## config.mk

```make
export PLATFORM = sky130hd
export DESIGN_NAME = ssd1306_spi_cmd_dec_flat
export DESIGN_NICKNAME = d
export VERILOG_FILES = /design/src/rtl/ssd1306_pkg.sv /design/src/rtl/ssd1306_spi_cmd_dec_if.sv /design/src/rtl/ssd1306_spi_byte_rx.sv /design/src/rtl/ssd1306_spi_cmd_dec.sv /design/src/flat_wrapper.sv
export SDC_FILE = /design/constraint.sdc
export NUM_CORES = 1
export LEC_CHECK = 0
export CORE_MARGIN = 4
export CORE_UTILIZATION = 40
export CTS_CLUSTER_SIZE = 24
export DETAILED_ROUTE_END_ITERATION = 16
export GPL_TIMING_DRIVEN = 0
export PLACE_DENSITY = 0.71
export SLEW_MARGIN = 0
export SYNTH_ARGS = -nofsm -noshare
export SYNTH_HDL_FRONTEND = slang
export SYNTH_SLANG_ARGS = --single-unit
```

## constraint.sdc

```tcl
create_clock -name clk -period 6.62 [get_ports clk]
set_input_delay 1.324 -clock clk [delete_from_list [all_inputs] [get_ports clk]]
set_output_delay 1.324 -clock clk [all_outputs]
set_load 0.01 [all_outputs]
```

## src/rtl/ssd1306_pkg.sv

```systemverilog
// ssd1306_pkg
// Shared definitions for the SSD1306 SPI command decoder:
//   - SSD1306 opcode constants that the decoder recognises
//   - addressing-mode and command-FSM state encodings
//   - skip_len():    number of ignored argument bytes for known multi-byte commands
//   - decode_mode(): maps the 0x20 argument onto a stored addressing mode
package ssd1306_pkg;

    // Commands that change decoder state
    localparam logic [7:0] OP_MEM_MODE      = 8'h20;
    localparam logic [7:0] OP_COL_ADDR      = 8'h21;
    localparam logic [7:0] OP_PAGE_ADDR     = 8'h22;
    localparam logic [7:0] OP_CONTRAST      = 8'h81;
    localparam logic [7:0] OP_SEG_REMAP0    = 8'hA0;
    localparam logic [7:0] OP_SEG_REMAP1    = 8'hA1;
    localparam logic [7:0] OP_DISP_NORMAL   = 8'hA6;
    localparam logic [7:0] OP_DISP_INVERT   = 8'hA7;
    localparam logic [7:0] OP_DISP_OFF      = 8'hAE;
    localparam logic [7:0] OP_DISP_ON       = 8'hAF;
    localparam logic [7:0] OP_COM_SCAN_NORM = 8'hC0;
    localparam logic [7:0] OP_COM_SCAN_REV  = 8'hC8;

    // Commands whose arguments are parsed but have no effect on the emulator
    localparam logic [7:0] OP_H_SCROLL_R    = 8'h26;
    localparam logic [7:0] OP_H_SCROLL_L    = 8'h27;
    localparam logic [7:0] OP_VH_SCROLL_R   = 8'h29;
    localparam logic [7:0] OP_VH_SCROLL_L   = 8'h2A;
    localparam logic [7:0] OP_CHARGE_PUMP   = 8'h8D;
    localparam logic [7:0] OP_VSCROLL_AREA  = 8'hA3;
    localparam logic [7:0] OP_MUX_RATIO     = 8'hA8;
    localparam logic [7:0] OP_DISP_OFFSET   = 8'hD3;
    localparam logic [7:0] OP_CLK_DIV       = 8'hD5;
    localparam logic [7:0] OP_PRECHARGE     = 8'hD9;
    localparam logic [7:0] OP_COM_PINS      = 8'hDA;
    localparam logic [7:0] OP_VCOMH         = 8'hDB;

    typedef enum logic [1:0] {
        MODE_HORIZ = 2'd0,
        MODE_VERT  = 2'd1,
        MODE_PAGE  = 2'd2
    } addr_mode_t;

    typedef enum logic [1:0] {
        ST_OPCODE,
        ST_ARG1,
        ST_ARG2,
        ST_SKIP
    } cmd_state_t;

    // Zero means "not a skipped multi-byte command"
    function automatic logic [2:0] skip_len(input logic [7:0] op);
        case (op)
            OP_CHARGE_PUMP, OP_MUX_RATIO, OP_DISP_OFFSET, OP_CLK_DIV,
            OP_PRECHARGE, OP_COM_PINS, OP_VCOMH:      skip_len = 3'd1;
            OP_VSCROLL_AREA:                          skip_len = 3'd2;
            OP_VH_SCROLL_R, OP_VH_SCROLL_L:           skip_len = 3'd5;
            OP_H_SCROLL_R, OP_H_SCROLL_L:             skip_len = 3'd6;
            default:                                  skip_len = 3'd0;
        endcase
    endfunction

    // Encoding 3 is invalid on the real part; it behaves as page mode
    function automatic addr_mode_t decode_mode(input logic [1:0] m);
        case (m)
            2'd0:    decode_mode = MODE_HORIZ;
            2'd1:    decode_mode = MODE_VERT;
            default: decode_mode = MODE_PAGE;
        endcase
    endfunction

endpackage

```

## src/rtl/ssd1306_spi_cmd_dec_if.sv

```systemverilog
// ssd1306_spi_cmd_dec_if
// The 4-wire SPI bus the emulated MCU drives towards the OLED, plus the
// OLED reset pin.
//   ss       chip select, active low
//   scl      SPI clock, mode 0
//   mosi     serial data, MSB first
//   dc       0 = command byte, 1 = data byte
//   oled_rst display reset, active low
// master: the MCU side (drives everything); slave: the decoder.
interface ssd1306_spi_cmd_dec_if;
    logic ss;
    logic scl;
    logic mosi;
    logic dc;
    logic oled_rst;

    modport master (output ss, scl, mosi, dc, oled_rst);
    modport slave  (input  ss, scl, mosi, dc, oled_rst);
endinterface

```

## src/rtl/ssd1306_spi_byte_rx.sv

```systemverilog
// ssd1306_spi_byte_rx
// Brings the asynchronous SPI pins into the clk domain and assembles bytes.
// Ports:
//   clk, rst          system clock, asynchronous active-low reset
//   ss/scl/mosi/dc    raw SPI pins
//   oled_rst          raw display reset pin (active low)
//   rx_byte           last complete byte (MSB first on the wire)
//   rx_dc             dc level sampled with bit 0 of that byte
//   byte_valid        one-cycle pulse, rx_byte/rx_dc are valid while high
//   oled_rst_s        synchronized oled_rst; low acts as a soft reset
module ssd1306_spi_byte_rx #(
    parameter int SYNC_STAGES = 2
) (
    input  logic       clk,
    input  logic       rst,
    input  logic       ss,
    input  logic       scl,
    input  logic       mosi,
    input  logic       dc,
    input  logic       oled_rst,
    output logic [7:0] rx_byte,
    output logic       rx_dc,
    output logic       byte_valid,
    output logic       oled_rst_s
);

    logic [SYNC_STAGES-1:0] ss_q, scl_q, mosi_q, dc_q, orst_q;
    logic                   scl_prev;
    logic [2:0]             bit_cnt;
    logic [6:0]             shift;
    logic                   ss_s, scl_s, mosi_s, dc_s, scl_rise;

    // oled_rst resets to "asserted" so that leaving rst looks exactly like
    // leaving a display reset; ss resets to "deselected".
    always_ff @(posedge clk or negedge rst) begin
        if (!rst) begin
            ss_q     <= '1;
            scl_q    <= '0;
            mosi_q   <= '0;
            dc_q     <= '0;
            orst_q   <= '0;
            scl_prev <= 1'b0;
        end else begin
            ss_q     <= {ss_q[SYNC_STAGES-2:0], ss};
            scl_q    <= {scl_q[SYNC_STAGES-2:0], scl};
            mosi_q   <= {mosi_q[SYNC_STAGES-2:0], mosi};
            dc_q     <= {dc_q[SYNC_STAGES-2:0], dc};
            orst_q   <= {orst_q[SYNC_STAGES-2:0], oled_rst};
            scl_prev <= scl_q[SYNC_STAGES-1];
        end
    end

    assign ss_s       = ss_q[SYNC_STAGES-1];
    assign scl_s      = scl_q[SYNC_STAGES-1];
    assign mosi_s     = mosi_q[SYNC_STAGES-1];
    assign dc_s       = dc_q[SYNC_STAGES-1];
    assign oled_rst_s = orst_q[SYNC_STAGES-1];
    assign scl_rise   = scl_s & ~scl_prev & ~ss_s;

    // Deselecting the chip drops any partial byte so the next transfer
    // starts byte-aligned.
    always_ff @(posedge clk or negedge rst) begin
        if (!rst) begin
            bit_cnt    <= 3'd0;
            shift      <= 7'd0;
            rx_byte    <= 8'd0;
            rx_dc      <= 1'b0;
            byte_valid <= 1'b0;
        end else if (!oled_rst_s) begin
            bit_cnt    <= 3'd0;
            shift      <= 7'd0;
            rx_byte    <= 8'd0;
            rx_dc      <= 1'b0;
            byte_valid <= 1'b0;
        end else begin
            byte_valid <= 1'b0;
            if (ss_s) begin
                bit_cnt <= 3'd0;
            end else if (scl_rise) begin
                shift   <= {shift[5:0], mosi_s};
                bit_cnt <= bit_cnt + 3'd1;
                if (bit_cnt == 3'd7) begin
                    rx_byte    <= {shift, mosi_s};
                    rx_dc      <= dc_s;
                    byte_valid <= 1'b1;
                end
            end
        end
    end

endmodule

```

## src/rtl/ssd1306_spi_cmd_dec.sv

```systemverilog
// ssd1306_spi_cmd_dec
// Decodes the SSD1306 SPI stream into display-state registers and
// framebuffer write strobes with SSD1306 auto-increment addressing.
// Ports:
//   clk, rst            system clock, asynchronous active-low reset
//   spi                 SPI bus + oled_rst (slave modport)
//   fb_addr/fb_data     framebuffer write address (page*X_SIZE+col) and byte
//   fb_wr               one-cycle write strobe
//   fb_busy             power-on clear sweep in progress
//   display_on, invert, seg_remap, com_scan_rev, contrast, start_line
//                       display state for the renderer
// Build option: SSD1306_SPI_FB_CLEAR_EN adds a zero-fill sweep of the whole
// framebuffer after every rst / oled_rst release.
module ssd1306_spi_cmd_dec
    import ssd1306_pkg::*;
#(
    parameter int X_SIZE      = 128,
    parameter int Y_SIZE      = 64,
    parameter int FB_ADDR_W   = 10,
    parameter int SYNC_STAGES = 2
) (
    input  logic                 clk,
    input  logic                 rst,
    ssd1306_spi_cmd_dec_if.slave spi,
    output logic [FB_ADDR_W-1:0] fb_addr,
    output logic [7:0]           fb_data,
    output logic                 fb_wr,
    output logic                 fb_busy,
    output logic                 display_on,
    output logic                 invert,
    output logic                 seg_remap,
    output logic                 com_scan_rev,
    output logic [7:0]           contrast,
    output logic [5:0]           start_line
);

    localparam int PAGES  = Y_SIZE / 8;
    localparam int COL_W  = $clog2(X_SIZE);
    localparam int PAGE_W = $clog2(PAGES);
    localparam logic [COL_W-1:0]  COL_LAST  = COL_W'(X_SIZE - 1);
    localparam logic [PAGE_W-1:0] PAGE_LAST = PAGE_W'(PAGES - 1);

    typedef struct packed {
        logic              display_on;
        logic              invert;
        logic              seg_remap;
        logic              com_scan_rev;
        logic [7:0]        contrast;
        logic [5:0]        start_line;
        addr_mode_t        mode;
        logic [COL_W-1:0]  col;
        logic [COL_W-1:0]  col_start;
        logic [COL_W-1:0]  col_end;
        logic [PAGE_W-1:0] page;
        logic [PAGE_W-1:0] page_start;
        logic [PAGE_W-1:0] page_end;
        cmd_state_t        fsm;
        logic [7:0]        op;
        logic [2:0]        skip_cnt;
    } dec_regs_t;

    localparam dec_regs_t REGS_RESET = '{
        display_on:   1'b0,
        invert:       1'b0,
        seg_remap:    1'b0,
        com_scan_rev: 1'b0,
        contrast:     8'h7F,
        start_line:   6'd0,
        mode:         MODE_PAGE,
        col:          '0,
        col_start:    '0,
        col_end:      COL_LAST,
        page:         '0,
        page_start:   '0,
        page_end:     PAGE_LAST,
        fsm:          ST_OPCODE,
        op:           8'h00,
        skip_cnt:     3'd0
    };

    logic [7:0]           rx_byte;
    logic                 rx_dc;
    logic                 byte_valid;
    logic                 oled_rst_s;
    dec_regs_t            r;
    logic                 clr_busy;
    logic [FB_ADDR_W-1:0] clr_addr;
    logic [FB_ADDR_W-1:0] ptr_addr;

    ssd1306_spi_byte_rx #(
        .SYNC_STAGES (SYNC_STAGES)
    ) u_byte_rx (
        .clk        (clk),
        .rst        (rst),
        .ss         (spi.ss),
        .scl        (spi.scl),
        .mosi       (spi.mosi),
        .dc         (spi.dc),
        .oled_rst   (spi.oled_rst),
        .rx_byte    (rx_byte),
        .rx_dc      (rx_dc),
        .byte_valid (byte_valid),
        .oled_rst_s (oled_rst_s)
    );

    // Next pointer after a data byte. A window with start > end never hits
    // its end in the upper range, so the physical edge also wraps to start.
    logic              col_wrap, page_wrap;
    logic [COL_W-1:0]  col_inc, col_adv, col_set;
    logic [PAGE_W-1:0] page_inc, page_adv;
    logic [7:0]        col_byte, nib_col;

    always_comb begin
        col_wrap  = (r.col == r.col_end) || (r.col == COL_LAST);
        page_wrap = (r.page == r.page_end) || (r.page == PAGE_LAST);
        col_inc   = col_wrap ? r.col_start : r.col + 1'b1;
        page_inc  = page_wrap ? r.page_start : r.page + 1'b1;
        col_adv   = r.col;
        page_adv  = r.page;
        case (r.mode)
            MODE_HORIZ: begin
                col_adv = col_inc;
                if (col_wrap) page_adv = page_inc;
            end
            MODE_VERT: begin
                page_adv = page_inc;
                if (page_wrap) col_adv = col_inc;
            end
            default: col_adv = col_inc;
        endcase

        // 0x0X replaces the low column nibble, 0x1X the high one
        col_byte = 8'(r.col);
        nib_col  = rx_byte[4] ? {rx_byte[3:0], col_byte[3:0]}
                              : {col_byte[7:4], rx_byte[3:0]};
        col_set  = (nib_col > 8'(X_SIZE - 1)) ? COL_LAST : nib_col[COL_W-1:0];
    end

    // Command FSM and pointer. Data bytes are handled in any FSM state and
    // never consume a pending argument.
    always_ff @(posedge clk or negedge rst) begin
        if (!rst) begin
            r <= REGS_RESET;
        end else if (!oled_rst_s) begin
            r <= REGS_RESET;
        end else if (byte_valid && !clr_busy) begin
            if (rx_dc) begin
                r.col  <= col_adv;
                r.page <= page_adv;
            end else begin
                case (r.fsm)
                    ST_OPCODE: begin
                        r.op <= rx_byte;
                        if (rx_byte[7:5] == 3'b000) begin
                            // Nibble column commands only apply in page mode
                            if (r.mode == MODE_PAGE) r.col <= col_set;
                        end else if (rx_byte[7:6] == 2'b01) begin
                            r.start_line <= rx_byte[5:0];
                        end else if (rx_byte[7:3] == 5'b10110) begin
                            r.page <= rx_byte[PAGE_W-1:0];
                        end else begin
                            case (rx_byte)
                                OP_DISP_ON:       r.display_on   <= 1'b1;
                                OP_DISP_OFF:      r.display_on   <= 1'b0;
                                OP_DISP_INVERT:   r.invert       <= 1'b1;
                                OP_DISP_NORMAL:   r.invert       <= 1'b0;
                                OP_SEG_REMAP1:    r.seg_remap    <= 1'b1;
                                OP_SEG_REMAP0:    r.seg_remap    <= 1'b0;
                                OP_COM_SCAN_REV:  r.com_scan_rev <= 1'b1;
                                OP_COM_SCAN_NORM: r.com_scan_rev <= 1'b0;
                                OP_MEM_MODE, OP_CONTRAST,
                                OP_COL_ADDR, OP_PAGE_ADDR: r.fsm <= ST_ARG1;
                                default: begin
                                    if (skip_len(rx_byte) != 3'd0) begin
                                        r.fsm      <= ST_SKIP;
                                        r.skip_cnt <= skip_len(rx_byte);
                                    end
                                end
                            endcase
                        end
                    end
                    ST_ARG1: begin
                        r.fsm <= ST_OPCODE;
                        case (r.op)
                            OP_MEM_MODE: r.mode     <= decode_mode(rx_byte[1:0]);
                            OP_CONTRAST: r.contrast <= rx_byte;
                            OP_COL_ADDR: begin
                                r.col_start <= rx_byte[COL_W-1:0];
                                r.fsm       <= ST_ARG2;
                            end
                            OP_PAGE_ADDR: begin
                                r.page_start <= rx_byte[PAGE_W-1:0];
                                r.fsm        <= ST_ARG2;
                            end
                            default: ;
                        endcase
                    end
                    ST_ARG2: begin
                        r.fsm <= ST_OPCODE;
                        if (r.op == OP_COL_ADDR) begin
                            r.col_end <= rx_byte[COL_W-1:0];
                            r.col     <= r.col_start;
                        end else begin
                            r.page_end <= rx_byte[PAGE_W-1:0];
                            r.page     <= r.page_start;
                        end
                    end
                    default: begin
                        r.skip_cnt <= r.skip_cnt - 3'd1;
                        if (r.skip_cnt <= 3'd1) r.fsm <= ST_OPCODE;
                    end
                endcase
            end
        end
    end

`ifdef SSD1306_SPI_FB_CLEAR_EN
    localparam logic [FB_ADDR_W-1:0] CLR_LAST = FB_ADDR_W'(X_SIZE * PAGES - 1);
    logic clr_armed;

    // Armed while any reset is held; the first free cycle starts the sweep,
    // which writes one zero byte per cycle up to the last address.
    always_ff @(posedge clk or negedge rst) begin
        if (!rst) begin
            clr_armed <= 1'b1;
            clr_busy  <= 1'b0;
            clr_addr  <= '0;
        end else if (!oled_rst_s) begin
            clr_armed <= 1'b1;
            clr_busy  <= 1'b0;
            clr_addr  <= '0;
        end else if (clr_armed) begin
            clr_armed <= 1'b0;
            clr_busy  <= 1'b1;
            clr_addr  <= '0;
        end else if (clr_busy) begin
            clr_addr <= clr_addr + 1'b1;
            if (clr_addr == CLR_LAST) clr_busy <= 1'b0;
        end
    end
`else
    assign clr_busy = 1'b0;
    assign clr_addr = '0;
`endif

    assign ptr_addr = FB_ADDR_W'(r.page) * FB_ADDR_W'(X_SIZE) + FB_ADDR_W'(r.col);

    assign fb_busy      = clr_busy;
    assign fb_wr        = clr_busy | (byte_valid & rx_dc & oled_rst_s);
    assign fb_addr      = clr_busy ? clr_addr : ptr_addr;
    assign fb_data      = clr_busy ? 8'h00 : rx_byte;
    assign display_on   = r.display_on;
    assign invert       = r.invert;
    assign seg_remap    = r.seg_remap;
    assign com_scan_rev = r.com_scan_rev;
    assign contrast     = r.contrast;
    assign start_line   = r.start_line;

endmodule

```

## src/flat_wrapper.sv

```systemverilog
// flat-port wrapper written by rule: the top's interface ports become plain ports
module ssd1306_spi_cmd_dec_flat import ssd1306_pkg::*;
#(
    parameter int X_SIZE      = 128,
    parameter int Y_SIZE      = 64,
    parameter int FB_ADDR_W   = 10,
    parameter int SYNC_STAGES = 2
)
  (clk, rst, fb_addr, fb_data, fb_wr, fb_busy, display_on, invert, seg_remap, com_scan_rev, contrast, start_line, spi_ss, spi_scl, spi_mosi, spi_dc, spi_oled_rst);
  ssd1306_spi_cmd_dec_if spi_i ();
  input  logic clk;
  input  logic rst;
  output logic [FB_ADDR_W-1:0] fb_addr;
  output logic [7:0] fb_data;
  output logic fb_wr;
  output logic fb_busy;
  output logic display_on;
  output logic invert;
  output logic seg_remap;
  output logic com_scan_rev;
  output logic [7:0] contrast;
  output logic [5:0] start_line;
  input wire logic [$bits(spi_i.ss)-1:0] spi_ss;
  input wire logic [$bits(spi_i.scl)-1:0] spi_scl;
  input wire logic [$bits(spi_i.mosi)-1:0] spi_mosi;
  input wire logic [$bits(spi_i.dc)-1:0] spi_dc;
  input wire logic [$bits(spi_i.oled_rst)-1:0] spi_oled_rst;
  assign spi_i.ss = spi_ss;
  assign spi_i.scl = spi_scl;
  assign spi_i.mosi = spi_mosi;
  assign spi_i.dc = spi_dc;
  assign spi_i.oled_rst = spi_oled_rst;
  ssd1306_spi_cmd_dec #(.X_SIZE(X_SIZE), .Y_SIZE(Y_SIZE), .FB_ADDR_W(FB_ADDR_W), .SYNC_STAGES(SYNC_STAGES)) u_core (.clk(clk), .rst(rst), .spi(spi_i), .fb_addr(fb_addr), .fb_data(fb_data), .fb_wr(fb_wr), .fb_busy(fb_busy), .display_on(display_on), .invert(invert), .seg_remap(seg_remap), .com_scan_rev(com_scan_rev), .contrast(contrast), .start_line(start_line));
endmodule
```

* Yosys cells after proc, flatten, opt, wreduce, memory -nomap -nowiden
Index checks and enable logic that the tools add are counted.
** Word-level totals
- Register bits after elaboration :: 94
- Latch bits :: 0
- Memory bits (writable) :: 0
- ROM bits :: 0
- Bits of input ports :: 7
- Output and inout bits :: 38
- Word-level logic and storage cells :: 244
- Memories :: 0
** Cells by class
- $add $sub $neg :: 5
- $mul :: 0
- Div/mod/pow operators :: 0
- Order comparisons :: 2
- Equal/unequal tests :: 82
- Shift-type cells :: 0
- Multiplexer cells :: 89
- Bitwise operators :: 6
- Reductions and logical operators :: 33
** Operators with widths (count)
- equality test 8 bit (second input constant) :: 18
- two-way mux 63 bit :: 2
- two-way mux 7 bit :: 14
- two-way mux 3 bit :: 27
- equality test 8 x 6 -> 1 bit (second input constant) :: 10
- two-way mux 8 bit :: 8
- != test 4 x 3 -> 1 bit (second input constant) :: 7
- AND reduction 7 bit :: 4
- AND reduction 4 bit :: 6
- AND reduction 8 bit :: 3
- two-way mux 20 bit :: 1
- != test 2 x 1 -> 1 bit (second input constant) :: 10
- two-way mux 19 bit :: 1
- two-way mux 6 bit :: 3
- case mux 3 bit (2 select lines) :: 3
- two-way mux 2 bit :: 8
- two-way mux 4 bit :: 4
- != test 2 bit (second input constant) :: 8
- != test 3 bit (second input constant) :: 5
- two-way mux 14 bit :: 1
- case mux 7 bit (2 select lines) :: 1
- != test 3 x 1 -> 1 bit (second input constant) :: 4
- != test 4 bit (second input constant) :: 3
- case mux 3 bit (4 select lines) :: 1
- 35 further kinds :: 65

* Logic depth before layout (Yosys ltp)
Gate-level depths: netlist of the first run.
- Word-level depth :: 21
- Mapped depth :: 10
- Depth with buffers taken out :: 8

* By module
From an unflattened synthesis of the first run, not the netlist that was laid out.
** Unflattened totals
- Cell total of the unflattened synthesis :: 528
- Area total of the unflattened synthesis :: 5280.1 um^2
** Modules (own cells, without submodules)
- ssd1306_spi_cmd_dec :: times used 1, cells an instance 450, area each 4180.3 um^2
- ssd1306_spi_byte_rx :: times used 1, cells an instance 78, area each 1099.8 um^2

* Worst setup path after synthesis of the first run
Ideal clock, no wire load.
- Kind :: register to output
- Start point :: register u_core.u_byte_rx.orst_q[1]
- End point :: output port fb_wr
- Arrival :: 1561 ps
- Data required time :: 5296 ps
- Slack :: 3735 ps
- Stages on the path, launching flop included :: 6
- Path buffers :: 4
- Cell sequence :: dfrtp_1 -> buf_2 -> buf_1 -> clkbuf_1 -> clkbuf_1 -> and3_1
** On the way
- Word-level cells in the longest chain between the ends :: 1
** RTL lines
- start, declared :: RTL line ssd1306_spi_byte_rx.sv:27 : logic [SYNC_STAGES-1:0] ss_q, scl_q, mosi_q, dc_q, orst_q;
- start signal, assigned :: RTL line ssd1306_spi_byte_rx.sv:48 : orst_q <= {orst_q[SYNC_STAGES-2:0], oled_rst};
- bitwise AND 1 bit :: RTL line ssd1306_spi_cmd_dec.sv:249 : assign fb_wr = clr_busy | (byte_valid & rx_dc & oled_rst_s);
- end, declared :: RTL line flat_wrapper.sv:15 : output logic fb_wr;
Every way passes these cells.

* Worst setup path in the final report of the first run
Ends and elaborated chain as after synthesis.

==> results of run 1 <==
[sequential cells by signal, summed over array words and instances, names as in the netlist, 3 cells and up]
name and cells:
u_core.col_byte 7, u_core.start_line 6, u_core.u_byte_rx.shift 7, u_core.u_byte_rx.bit_cnt 3, u_core.contrast 8, u_core.u_byte_rx.rx_byte 8, u_core.r 38
[cells in the mapped netlist, types with 3 or more instances]
cell and instances:
nand2_1 68, xor2_1 9, buf_2 11, dfrtp_1 74, inv_1 13, and3_1 7, nand2b_1 10, o2111ai_1 4
buf_4 26, nor2_1 42, nor3_1 6, nor4b_1 3, a31oi_1 8, o21ai_0 39, nand3_1 9, xnor2_1 6
clkbuf_1 16, mux2i_1 15, nand4_1 5, a21oi_1 30, ha_1 10, dfstp_2 20, buf_1 4, o221ai_1 4
mux2_2 33, and2_1 7, o211ai_1 4, nand3b_1 3, nor2b_1 6
[per-stage QoR]
stage                     cells  utilization, %  setup WS [ns]  hold slack [ns]
final                       781            49.1           2.14            0.349
after global routing        781            49.1           1.93            0.360
after CTS                   781            49.1           2.15            0.351
after detailed placement    765            46.7           2.56            0.335
after global placement      764            46.5          0.860            0.333
after floorplan             549               -           3.74            0.331
[worst max path at each step]
stage                               start                  to  slack [ns]  depth (start not counted)
3_3_place_gp                          rst  u_core.contrast[7]        0.86                          1
4_1_cts        u_core.u_byte_rx.orst_q[1]               fb_wr        2.15                          6
3_5_place_dp   u_core.u_byte_rx.orst_q[1]               fb_wr        2.56                          6
6_report       u_core.u_byte_rx.orst_q[1]               fb_wr        2.14                          6
5_1_grt        u_core.u_byte_rx.orst_q[1]               fb_wr        1.93                          6
2_1_floorplan  u_core.u_byte_rx.orst_q[1]               fb_wr        3.74                          5
[kinds of logic after synthesis]
group / synth area share, %
fa+ha+maj: 2.55
simple gates: 16.9
xor+xnor: 2.48
flops: 44.9
buf+inv: 7.29
mux: 9.84
compound gates: 16.0
other cells: 0.0708
[power groups by stage]
stage	registers, mW	clock network (mW)	logic (mW)
2_1_floorplan	0.649	0	0.265
3_3_place_gp	0.657	0	0.362
3_5_place_dp	0.660	0	0.376
4_1_cts	0.649	0.544	0.378
5_1_grt	0.653	0.564	0.421
6_report	0.649	0.530	0.382
[worst max-delay path, delay by kind of cell (launching register included)]
kind,cells,cell delay [ns]
buffers and inverters,5,2.19
flip-flops,1,0.36
AND/OR/NAND/NOR,1,0.26
[cell type report]
cell class / instances / share of cell area [%]
timing repair buffer: 44 / 7.26
inverter: 15 / 0.898
sequential: 94 / 37.9
clock buffer: 10 / 3.65
clock inverter: 6 / 1.12
multi-input combinational: 382 / 40.5
tap: 172 / 3.43
buffer: 58 / 5.27
[metal layers]
metal / up-vias / track usage (%) / routed length, µm
li1: 2030 / - / -
met1: 2100 / 25.9 / 5800
met2: 184 / 30.1 / 6380
met3: 31 / 3.84 / 1010
met4: 0 / 8.03 / 374
met5: - / 0 / 0
==> metrics.cfg, run 1 <==
[global_routing]
first_global_vias=4276
antenna_found_initial=0
grt_pass1_wl_um=22600
track_usage_pct=19.2
grt_start_max_net_pins=50
grt_overflow=0

[cts]
cts_tree=done
cts-root-buf=clkbuf_16
cts_sinks=94
cts.repair.resized=0
cts_hold_buf=0
worstSkewPairLatency_ns=0.35
cts.clk_slew.worst_paths_ns=0.07
numCtsBuffers=9
clk_path_buf_depth=2
htreeDepth=3
post-cts-setup-buffer-count=0

[finish]
regArea_mm2=0.00238
multi_input_area_mm2=0.00254
drive_above_1_share_pct=19.9
nFillCells=1181
mostFrequentLayoutCell=dfrtp_1
diodes=0
design_area_mm2=0.00627
final_cell_mix=74 x dfrtp_1, 68 x nand2_1, 42 x nor2_1, 42 x clkdlybuf4s50_1, 39 x o21ai_0
nets=621
area_delta_synth_final_pct=18.3

[pwr]
p_seq_share_pct=41.6
netSwitchingFraction_pct=31.2
p_clk_share_pct=34.0
p_per_area_mw_per_mm2=249
combPwrFrac_pct=24.5
power.total_mw=1.56
leakage_nw=2.67
ir_worst_vdd_uv=124
p_switching_uw=488
p_int_mw=1.07

[timing]
hold_viol_final=0
max_freq_ghz=0.223
tightest_slew_ns=0.800
fin_crit_sh_pct=67.6
fin_skew_ns=0.0102
setup_viol=0
post-route-min-period_ns=4.48
maxSlewViolCount=0
rsz0062_at_grt=no
setup-tns-final_ns=0
slew_headroom_pct=46.4

[worst_setup_path]
worstPathRequired_ns=5.30
critPathMaxStageDelay_ns=0.56
worst_path_most_repeated_cell=clkbuf_1
cp-end-kind=primary output
worst-path-max-fanout=10
r2r-end=u_core.r[28]
crit_type=reg -> out
r2r_slack_ns=4.11
critPathLaunchType=flop
slowest_stage=clkdlybuf4s50_1
cp_data_arrival_time_ns=3.15
cp_cell_sequence=buf_2 > buf_1 > clkbuf_1 > clkbuf_1 > and3_1 > clkdlybuf4s50_1
r2r_cells=6
r2r-start=u_core.r[11]

[job]
max_cap_viol_count=0

[drt]
drc_errors=0
initialDrtViolationCount=376
viasPerCell=5.56
final_antenna_net_count=0
wl_per_cell_um=17.4
firstDrtPassIters=5
vias=4345
drt-total-wl_um=13600

[logic_synthesis]
synth_top_area_share_pct=34.9
ys_seq_elements=94
avgSynthCellArea_um2=9.65
synth_area_mm2=0.00530
synthFlopType=dfrtp_1
yosysTopAreaCell=dfrtp_1
netlist_instances=549
synth_seq_area_share_pct=44.9
yosys-top-cells-area=dfrtp_1 35%, dfstp_2 9.9%, mux2_2 7.0%
yosysWarnings=0
synth_cell_types=74
synth-edff-count=0
syn_nets=566
synthArstFlopShare_pct=100

[placement]
place_congestion=0.939
dpl.hpwl_um=9770
placed_area_mm2=0.00597
port_buffers=43

[floorplanning]
ios=45
start_util_pct=41.5
fp.dieArea_mm2=0.0152
die_h_um=123
die_w_um=123
row_count=41
design.core.area_mm2=0.0128

[min_path]
worstHoldPathCells=0
min-delay-start=u_core.u_byte_rx.dc_q[0]
min_to=u_core.u_byte_rx.dc_q[1]
hp-class=reg -> reg

[status]
status=completed

No activity file was read; power rests on OpenSTA's default activity.
==> inputs of run 2 (changes only) <==
--- a/config.mk
+++ b/config.mk
@@ -10,7 +10,7 @@
 export CTS_CLUSTER_SIZE = 24
 export DETAILED_ROUTE_END_ITERATION = 16
 export GPL_TIMING_DRIVEN = 0
-export PLACE_DENSITY = 0.71
+export PLACE_DENSITY = 0.73
 export SLEW_MARGIN = 0
 export SYNTH_ARGS = -nofsm -noshare
 export SYNTH_HDL_FRONTEND = slang
==> constraint.sdc (replaced) <==
create_clock -name clk -period 4 [get_ports clk]
set_input_delay 0.8 -clock clk [delete_from_list [all_inputs] [get_ports clk]]
set_output_delay 0.8 -clock clk [all_outputs]
set_load 0.01 [all_outputs]
==> run 2 against run 1 <==
Total power up 66%. Sequential cell count unchanged. Sequential power up 66%. Core utilization is 0.098 points higher. Count of clock-buffer cells in the layout is the same. First-iteration DRC count is 27% lower. Sequential share of layout area down 0.076 points. Die area did not move. Worst setup slack worse by 1.6 ns. Critical endpoint unchanged. Critical path depth down 1. Largest cell class unchanged. Cell area grew 0.20%.
==> metrics.cfg, run 2 (synthesis results as in run 1) <==
[worst_setup_path]
cp_data_arrival_time_ns=2.67
worst-path-max-fanout=19
crit_type=reg -> out
critPathLaunchType=flop
cp-end-kind=primary output
worstPathRequired_ns=3.20
r2r-start=u_core.r[11]
crit_start=u_core.u_byte_rx.orst_q[1]

[finish]
largest_register_ffs=38
reg_top3=u_core.r: 38 flops, u_core.contrast: 8 flops, u_core.u_byte_rx.rx_byte: 8 flops
top_register=u_core.r
drive_above_1_share_pct=20.2
diodes=0
mostFrequentLayoutCell=dfrtp_1
utilization_pct=49.2
area_delta_synth_final_pct=18.5
nets=620
final_cells=780
final_cell_mix=74 x dfrtp_1, 68 x nand2_1, 42 x nor2_1, 42 x clkdlybuf4s50_1, 39 x o21ai_0

[global_routing]
grt_start_max_net_pins=66
first_global_vias=4329
antenna_found_initial=0
grt_pass1_wl_um=22400
grt_overflow=0
track_usage_pct=19.0

[placement]
port_buffers=43
dpl.hpwl_um=9810
place_ws_ns=0.394
dp_cells=765
place_congestion=0.942

[min_path]
hp-class=reg -> reg
min-delay-start=u_core.u_byte_rx.orst_q[0]

[status]
status=completed

[floorplanning]
die_h_um=123
design.core.area_mm2=0.0128
fp.dieArea_mm2=0.0152
ios=45
die_w_um=123
start_util_pct=41.5
row_count=41

[drt]
drt-total-wl_um=13600
final_antenna_net_count=0
drc_errors=0
viasPerCell=5.56
vias=4335
firstDrtPassIters=5
initialDrtViolationCount=276
wl_per_cell_um=17.4

[cts]
post-cts-setup-buffer-count=0
cts_tree=done
clk_path_buf_depth=2
worstSkewPairLatency_ns=0.36
cts_hold_buf=0
cts_sinks=94
htreeDepth=3
cts-root-buf=clkbuf_16
cts.clk_slew.worst_paths_ns=0.06
numCtsBuffers=9

[timing]
hold_viol_final=0
slew_headroom_pct=45.5
setup_viol=0
rsz0062_at_grt=no
maxSlewViolCount=0
fin_crit_sh_pct=86.8
fin_skew_ns=0.00894
max_freq_ghz=0.288
tightest_slew_ns=0.813
post-route-min-period_ns=3.47
setup_ws_ns=0.529

[pwr]
ir_worst_vdd_uv=166
power.total_mw=2.59
leakage_nw=2.69
p_per_area_mw_per_mm2=413

[job]
max_cap_viol_count=0

[run 2: cell types whose count changed in the layout (fill, tap and decap cells not counted)]
cell        delta
clkinvlp_4     -1
clkbuf_1       -3
clkinv_4       +1
clkinv_2       -1
inv_6          +1
clkbuf_8       +1
clkbuf_2       +1
[run 2: path summary, 6_finish.rpt]
check | endpoint | slack, ns | depth (start not counted)
setup reg to reg | u_core.r[27] | 1.41 | 6
min in group asynchronous | u_core.r[3] | 0.38 | 1
hold / removal | u_core.u_byte_rx.orst_q[1] | 0.35 | 0
hold reg to reg | u_core.u_byte_rx.orst_q[1] | 0.35 | 0
max in group asynchronous | u_core.r[14] | 2.91 | 2
setup / recovery | fb_wr | 0.53 | 5
[run 2: metrics by stage]
step / instance area, µm² / TNS, ns / hold WS (ns)
5_1_grt: 6280 / 0 / 0.362
2_1_floorplan: 5300 / 0 / 0.331
4_1_cts: 6280 / 0 / 0.353
3_3_place_gp: 5950 / -94.56 / 0.332
6_report: 6280 / 0 / 0.351
3_5_place_dp: 5970 / 0 / 0.338
[run 2: what timing repair did]
item | 4_1_cts | 5_1_grt
hold endpoints to repair | 0 | 0
endpoints found under the setup margin | 0 | 1
gates resized for setup | 0 | 2
[run 2: cell type report]
type	instances	area [µm²]
plain buffers	57	328
clock buffers	10	239
clock inverters	6	75.1
fillers	1162	6490
inverters	15	56.3
multi-input cells	382	2540
flip-flops and latches	94	2380
well taps	172	215
repair buffers	44	455
[run 2: power by group]
group | internal (mW) | switching (mW)
clock | 0.511 | 0.383
combinational | 0.265 | 0.361
sequential | 1.02 | 0.0527
total | 1.80 | 0.797
[run 2: routing by layer]
layer | vias to the layer above | global-route usage (%) | share of wire (%) | routed length [µm]
li1 | 2041 | - | - | -
met1 | 2113 | 25.0 | 44 | 5960
met2 | 153 | 30.5 | 47 | 6430
met3 | 28 | 2.97 | 5.4 | 735
met4 | 0 | 9.55 | 3.4 | 463
met5 | - | 0 | 0 | 0
[run 2: worst max-delay path, stage by stage (launching register included)]
cell and delay (ns):
dfrtp_1 0.35, buf_2 0.23, buf_1 0.43, clkbuf_2 0.48
and3_1 0.27, clkdlybuf4s50_1 0.55
